File: config.mk
export PLATFORM = sky130hd
export DESIGN_NAME = spi_flash_responder
export DESIGN_NICKNAME = d
export VERILOG_FILES = /design/src/rtl/spi_flash_responder.sv
export SDC_FILE = /design/constraint.sdc
export NUM_CORES = 1
export LEC_CHECK = 0
export ABC_AREA = 1
export CORE_MARGIN = 8
export CORE_UTILIZATION = 35
export DETAILED_ROUTE_END_ITERATION = 8
export MAX_ROUTING_LAYER = met4
export PLACE_DENSITY = 0.55
export SLEW_MARGIN = 20
export SYNTH_ARGS = -nofsm -noshare
export SYNTH_HDL_FRONTEND = slang
export SYNTH_SLANG_ARGS = --single-unit
File: constraint.sdc
create_clock -name clk -period 2 [get_ports clk]
set_input_delay 0.4 -clock clk [delete_from_list [all_inputs] [get_ports clk]]
set_output_delay 0.4 -clock clk [all_outputs]
set_load 0.005 [all_outputs]
File: src/rtl/spi_flash_responder.sv
// -----------------------------------------------------------------------------
// spi_flash_responder
//
// SPI mode-0 target that answers FAST_READ (0x0B) like a serial flash. Bytes
// are served from an on-chip byte-read port with a one-byte prefetch buffer.
// All SPI pins are oversampled in the clk domain. There are no SCLK-clocked
// flops. f_sclk must be at most f_clk/8.
//
// Optional feature macro: SPI_RESP_STATUS_EN
//   When defined, command 0x05 (READ STATUS) streams {6'b0, underrun, mem_req}
//   every byte until cs rises.
//   When undefined, 0x05 is treated as an unknown command and is ignored.
//
// Ports
//   clk, rst        system clock, synchronous active-high reset
//   spi_cs          chip select, active-low, asynchronous to clk
//   spi_sclk        SPI clock, asynchronous to clk
//   spi_mosi        host->target data, MSB first
//   spi_miso        target->host data
//   spi_miso_oe     output enable for the spi_miso pad
//   mem_addr        byte address of the current fetch
//   mem_req         fetch request level
//   mem_rdata       fetched byte
//   mem_ready       one-cycle fetch-complete strobe
//   busy            high while a transaction is open (synced cs low)
//   underrun        sticky; a data byte was needed before its fetch completed
//
// Memory handshake
//   mem_req rises with mem_addr valid and holds both steady until the cycle
//   in which mem_ready=1. In that cycle mem_rdata is taken. mem_req is low in
//   the following cycle, and only then may the next request be raised.
// -----------------------------------------------------------------------------
module spi_flash_responder #(
    parameter int ADDR_W      = 16,
    parameter int SYNC_STAGES = 2,
    parameter int DUMMY_CYC   = 8
) (
    input  logic              clk,
    input  logic              rst,
    input  logic              spi_cs,
    input  logic              spi_sclk,
    input  logic              spi_mosi,
    output logic              spi_miso,
    output logic              spi_miso_oe,
    output logic [ADDR_W-1:0] mem_addr,
    output logic              mem_req,
    input  logic [7:0]        mem_rdata,
    input  logic              mem_ready,
    output logic              busy,
    output logic              underrun
);

    localparam logic [7:0] CMD_FAST_READ = 8'h0B;
`ifdef SPI_RESP_STATUS_EN
    localparam logic [7:0] CMD_READ_STATUS = 8'h05;
`endif
    // Only the bits needed to assemble the command byte or the low address
    // bits are kept in the input shifter.
    localparam int SH_W = (ADDR_W > 8) ? ADDR_W - 1 : 7;

    typedef enum logic [2:0] {
        ST_IDLE,
        ST_CMD,
        ST_ADDR,
        ST_DUMMY,
        ST_DATA,
        ST_IGNORE,
        ST_STATUS
    } state_t;

    state_t state, state_next;

    logic [SYNC_STAGES-1:0] cs_sync, sclk_sync, mosi_sync;
    logic                   cs_s, sclk_s, mosi_s, sclk_prev;
    logic                   rise, fall;

    logic [7:0]        cnt;
    logic [SH_W-1:0]   shift_in;
    logic              load_due;
    logic [7:0]        shreg;
    logic [7:0]        hold;
    logic              hold_valid;
    logic              stale;      // outstanding fetch whose data is to be dropped
    logic              req_pend;   // a fetch of addr_ptr is waiting to issue
    logic [ADDR_W-1:0] addr_ptr;

    logic [7:0] cmd_byte;
    logic       addr_done, streaming, load_now, shift_now, data_load;
    logic       resp_ok, skip, issue, abort;

    // ---------------- synchronisers and edge detect ----------------
    always_ff @(posedge clk) begin
        if (rst) begin
            cs_sync   <= '1;
            sclk_sync <= '0;
            mosi_sync <= '0;
            sclk_prev <= 1'b0;
        end else begin
            cs_sync   <= {cs_sync[SYNC_STAGES-2:0], spi_cs};
            sclk_sync <= {sclk_sync[SYNC_STAGES-2:0], spi_sclk};
            mosi_sync <= {mosi_sync[SYNC_STAGES-2:0], spi_mosi};
            sclk_prev <= sclk_s;
        end
    end

    assign cs_s   = cs_sync[SYNC_STAGES-1];
    assign sclk_s = sclk_sync[SYNC_STAGES-1];
    assign mosi_s = mosi_sync[SYNC_STAGES-1];
    // Edges while cs is high are ignored.
    assign rise   = !cs_s && sclk_s && !sclk_prev;
    assign fall   = !cs_s && !sclk_s && sclk_prev;

    assign cmd_byte = {shift_in[6:0], mosi_s};

    // ---------------- next-state logic ----------------
    always_comb begin
        state_next = state;
        addr_done  = 1'b0;
        if (cs_s) begin
            state_next = ST_IDLE;
        end else begin
            unique case (state)
                ST_IDLE: state_next = ST_CMD;
                ST_CMD: begin
                    if (rise && cnt == 8'd7) begin
                        if (cmd_byte == CMD_FAST_READ) state_next = ST_ADDR;
`ifdef SPI_RESP_STATUS_EN
                        else if (cmd_byte == CMD_READ_STATUS) state_next = ST_STATUS;
`endif
                        else state_next = ST_IGNORE;
                    end
                end
                ST_ADDR: begin
                    if (rise && cnt == 8'd23) begin
                        addr_done  = 1'b1;
                        state_next = (DUMMY_CYC == 0) ? ST_DATA : ST_DUMMY;
                    end
                end
                ST_DUMMY: begin
                    if (rise && cnt == 8'(DUMMY_CYC - 1)) state_next = ST_DATA;
                end
                default: state_next = state;
            endcase
        end
    end

    assign streaming = (state == ST_DATA) || (state == ST_STATUS);
    assign load_now  = streaming && fall && load_due;
    assign shift_now = streaming && fall && !load_due;
    assign data_load = load_now && (state == ST_DATA);
    assign resp_ok   = mem_req && mem_ready && !stale;
    // Underrun while the needed byte's fetch has not even issued: abandon
    // that address and move the pending fetch on to the next one.
    assign skip      = data_load && !hold_valid && !resp_ok && req_pend;
    assign issue     = !mem_req && req_pend && !skip && !cs_s;
    assign abort     = cs_s && (state != ST_IDLE);

    assign spi_miso  = shreg[7] & spi_miso_oe;

    // ---------------- state, serial and fetch datapath ----------------
    always_ff @(posedge clk) begin
        if (rst) begin
            state       <= ST_IDLE;
            busy        <= 1'b0;
            cnt         <= '0;
            shift_in    <= '0;
            load_due    <= 1'b0;
            shreg       <= '0;
            spi_miso_oe <= 1'b0;
            underrun    <= 1'b0;
            hold        <= '0;
            hold_valid  <= 1'b0;
            stale       <= 1'b0;
            req_pend    <= 1'b0;
            addr_ptr    <= '0;
            mem_addr    <= '0;
            mem_req     <= 1'b0;
        end else begin
            state <= state_next;
            busy  <= !cs_s;

            // Bit counter restarts on every phase change and every 8 bits
            // while streaming.
            if (cs_s) begin
                cnt      <= '0;
                shift_in <= '0;
            end else if (rise) begin
                shift_in <= {shift_in[SH_W-2:0], mosi_s};
                if (state_next != state) cnt <= '0;
                else if (streaming && cnt == 8'd7) cnt <= '0;
                else cnt <= cnt + 8'd1;
            end

            if (state_next != state &&
                (state_next == ST_DATA || state_next == ST_STATUS)) load_due <= 1'b1;
            else if (streaming && rise && cnt == 8'd7) load_due <= 1'b1;
            else if (load_now) load_due <= 1'b0;

            if (load_now) begin
                spi_miso_oe <= 1'b1;
                if (state == ST_DATA) begin
                    if (hold_valid) shreg <= hold;
                    else if (resp_ok) shreg <= mem_rdata;
                    else begin
                        shreg    <= 8'h00;
                        underrun <= 1'b1;
                    end
                end else begin
`ifdef SPI_RESP_STATUS_EN
                    shreg <= {6'b0, underrun, mem_req};
`else
                    shreg <= 8'h00;
`endif
                end
            end else if (shift_now) begin
                shreg <= {shreg[6:0], 1'b0};
            end

            // Fetch side. Later assignments take priority.
            if (resp_ok) begin
                hold       <= mem_rdata;
                hold_valid <= 1'b1;
            end
            if (mem_req && mem_ready) begin
                mem_req <= 1'b0;
                stale   <= 1'b0;
            end
            if (issue) begin
                mem_req  <= 1'b1;
                mem_addr <= addr_ptr;
                addr_ptr <= addr_ptr + ADDR_W'(1);
                req_pend <= 1'b0;
            end
            if (addr_done) begin
                addr_ptr <= {shift_in[ADDR_W-2:0], mosi_s};
                req_pend <= 1'b1;
            end
            if (data_load) begin
                hold_valid <= 1'b0;
                if (skip) begin
                    addr_ptr <= addr_ptr + ADDR_W'(1);
                end else begin
                    req_pend <= 1'b1;
                    // The in-flight fetch was for the byte we just gave up on.
                    if (!hold_valid && !resp_ok && mem_req && !stale) stale <= 1'b1;
                end
            end

            // cs high: close the transaction and drop any in-flight data.
            if (abort) begin
                req_pend    <= 1'b0;
                hold_valid  <= 1'b0;
                stale       <= mem_req && !mem_ready;
                spi_miso_oe <= 1'b0;
                shreg       <= '0;
                load_due    <= 1'b0;
            end
        end
    end

endmodule

==> metrics.cfg <==
[synthesis]
synthesis.area_per_instance_um2=7.14
proportion_of_netlist_area_held_by_the_largest_area_contributor=0.430
synthesis.nets=596
synth_edf_count=0
synth_most_common_cell=nand2_1
synth.largest_area_cell=dfxtp_1
async_reset_ff_frac=0
netlist_instances=580
ys_top_cells_by_count=102 x nand2_1, 89 x dfxtp_1, 78 x nor2_1, 77 x a21oi_1
netlist-cell-type-count=35
synth.cell_area_um2=4140
post_synth_main_area_contributors=dfxtp_1 43%, a21oi_1 9.3%, nand2_1 9.2%, nor2_1 7.1%, o21ai_0 6.9%
ys_dominant_reg_cell=dfxtp_1
synth_seq_cells=89
ys_seq_area_frac=0.430
synth.yosys.warnings=0

[pwr]
power.share.switching=0.207
p_int_w=0.00292
power.leakage_nw=1.94
netsw_w=0.000761
irDropWorstVdd_uv=461
share_clk_of_total_power=0.489
powerDensity_nw_per_um2=721
combinationalPowerShare=0.026
power.share.sequential=0.485

[finish]
finalNetCount=645
layout_area_overhead_pct=23.2
drive_gt1_frac=0.0978
antennaDiodeCount=0
finish.utilization=0.445
fillers=1160

[clock_network]
clk_path_buf_depth=2
cts.root.buffer_cell=clkbuf_16
clock_tree_from_tritoncts=done
worst_skew_pair.late_latency_ps=350
cts.hold.buffers_added=0
post-cts-setup-buffer-count=0
cts_num_sinks=89
ctsHtreeMaxLevel=3
cts_buffers=9
cts.repair.resized=0
cts.clk_slew.worst_paths_ps=60

[critical_path]
worstPathMaxFanout=8
worst_setup_path_start_kind=register
critical_path_class=reg -> reg
critical_path_required_ps=2280
timing.critical_path.max_delay_family=simple AND/OR/NAND/NOR gates
critPathSlowestCell=dfxtp_1
timing.critical_path.cells=ha_2 -> nand3_2 -> nor2_4 -> nand2_1 -> a21oi_1 -> nand2_1 -> nand2_1 -> nand2_1 -> nand2_4 -> nand4_1 -> a21oi_1
timing.critical_path.arrival_ps=2100
max_stage_delay_ps=380
critical_path.endpoint_type=register
crit_top_cell=nand2_1
cp_num_buf_inv=0

[grt]
maximum_number_of_pins_on_one_net_before_global_route_repair=33
first_global_vias=3464
grt_overflow_total=0
grt_usage=0.130
grt_first_pass_wirelength_mm=16.5
grt_antenna_before_repair=0

[floorplanning]
chipWidth_um=125
die_height_um=125
start_util=0.361
overall_die_area_um2=15600
coreArea_um2=11500
design.portCount=35
std_cell_rows=39

[route]
drt_iter0_markers=214
drt_first_pass_iters=5
finalWirelength_mm=9.78
detail_route.wl_per_cell_um=12.6
remaining_number_of_nets_flagged_by_the_antenna_check_after_routing=0
via_count=3840
viasPerCell=4.94
drcViolationCount=0

[sta]
finalCriticalPeriod_ps=1820
max_freq_mhz=549
timing.hold.ws_ps=402
timing.clock.skew_ps=5.87
setup_total_negative_slack_ps=0
min_period_over_period=0.911
finalSetupViolCount=0
timing_max_transition_violations_final=0
rsz0062_at_grt=true
hold_viol_final=0
worst_slew_pin_slew_ps=375
timing.slew.headroom=0.750

[status]
run_status=finished clean

[placed_design]
place.port_buffers=34
dp_hpwl_mm=6.98
gp_congestion=0.899

[min_path]
min_path_type=reg -> reg

[flow_run]
drv_cap=0

worst paths after layout:
path | from | to | slack, ps | depth (start not counted)
max | cnt[0] | cnt[2] | 180 | 11
min | sclk_sync[0] | sclk_sync[1] | 400 | 2
max reg2reg | cnt[0] | cnt[2] | 180 | 11
min reg2reg | sclk_sync[0] | sclk_sync[1] | 400 | 2
through the flow:
step / cells / power (W) / instance area [um^2] / setup slack (ps)
5_1_grt: 777 / 0.00383 / 5100 / -21.1
6_report: 777 / 0.00368 / 5100 / 178
2_1_floorplan: 580 / 0.00187 / 4140 / 242
4_1_cts: 777 / 0.00374 / 5060 / 42.2
3_5_place_dp: 761 / 0.00192 / 4750 / -125
3_3_place_gp: 761 / 0.00192 / 4750 / -45.1
routing by layer:
layer	global-route usage	part of all wire
met5	-	0
met4	0.0631	0.021
met3	0.0306	0.032
met2	0.204	0.48
met1	0.153	0.47
final cells by class:
| type | instances | area (um^2) | share of cell area |
|---|---|---|---|
| clock buffer | 11 | 233 | 0.0456 |
| timing repair buffer | 60 | 552 | 0.108 |
| tap | 143 | 179 | 0.0350 |
| clock inverter | 5 | 78.8 | 0.0154 |
| multi-input combinational | 406 | 2040 | 0.400 |
| inverter | 63 | 239 | 0.0468 |
| sequential | 89 | 1780 | 0.349 |
cells by family after synthesis:
| logic type | after synthesis | share of synthesized area |
|---|---|---|
| xor+xnor | 17 | 0.0359 |
| simple gates | 230 | 0.242 |
| flops | 89 | 0.430 |
| buf+inv | 85 | 0.0858 |
| fa+ha+maj | 2 | 0.00604 |
| compound gates | 157 | 0.200 |
power by group through the flow:
stage / clock, W / combinational (W) / sequential (W)
detailed placement: 0 / 0.0000983 / 0.00182
CTS: 0.00185 / 0.0000985 / 0.00178
global route: 0.00194 / 0.000109 / 0.00178
global placement: 0 / 0.0000970 / 0.00182
finish: 0.00180 / 0.0000972 / 0.00178
floorplan: 0 / 0.0000493 / 0.00182
layout by cell type, fill, tap and decap left out, drive strengths merged:
master	n
bufinv	2
nor3b	2
xor2	16
o21a	1
a32oi	1
inv	61
dfxtp	89
nor2	83
nand4	15
nor3	7
nand2	105
xnor2	1
a21oi	77
ha	2
clkdlybuf4s50	34
a31oi	2
clkinv	5
a211oi	1
or2	2
o211ai	8
clkbuf	11
nand3	16
o22ai	6
buf	26
o21ai	61
state kept, by name, summed over array words and instances (netlist names):
name         flops
addr_ptr        16
mem_addr        16
sclk_prev        1
shreg            8
state            3
hold             8
mosi_sync        2
sclk_sync        2
shift_in        15
spi_miso_oe      1
req_pend         1
cnt              8
cs_sync          2
hold_valid       1
busy             1
underrun         1
mem_req          1
stale            1
load_due         1
worst min-delay path, delay by kind of cell (launching register included):
| family | cells | cell delay (ps) |
|---|---|---|
| buf+inv | 1 | 40 |
| flops | 1 | 300 |
| simple gates | 1 | 30 |
(Power assumes the default switching activity.)
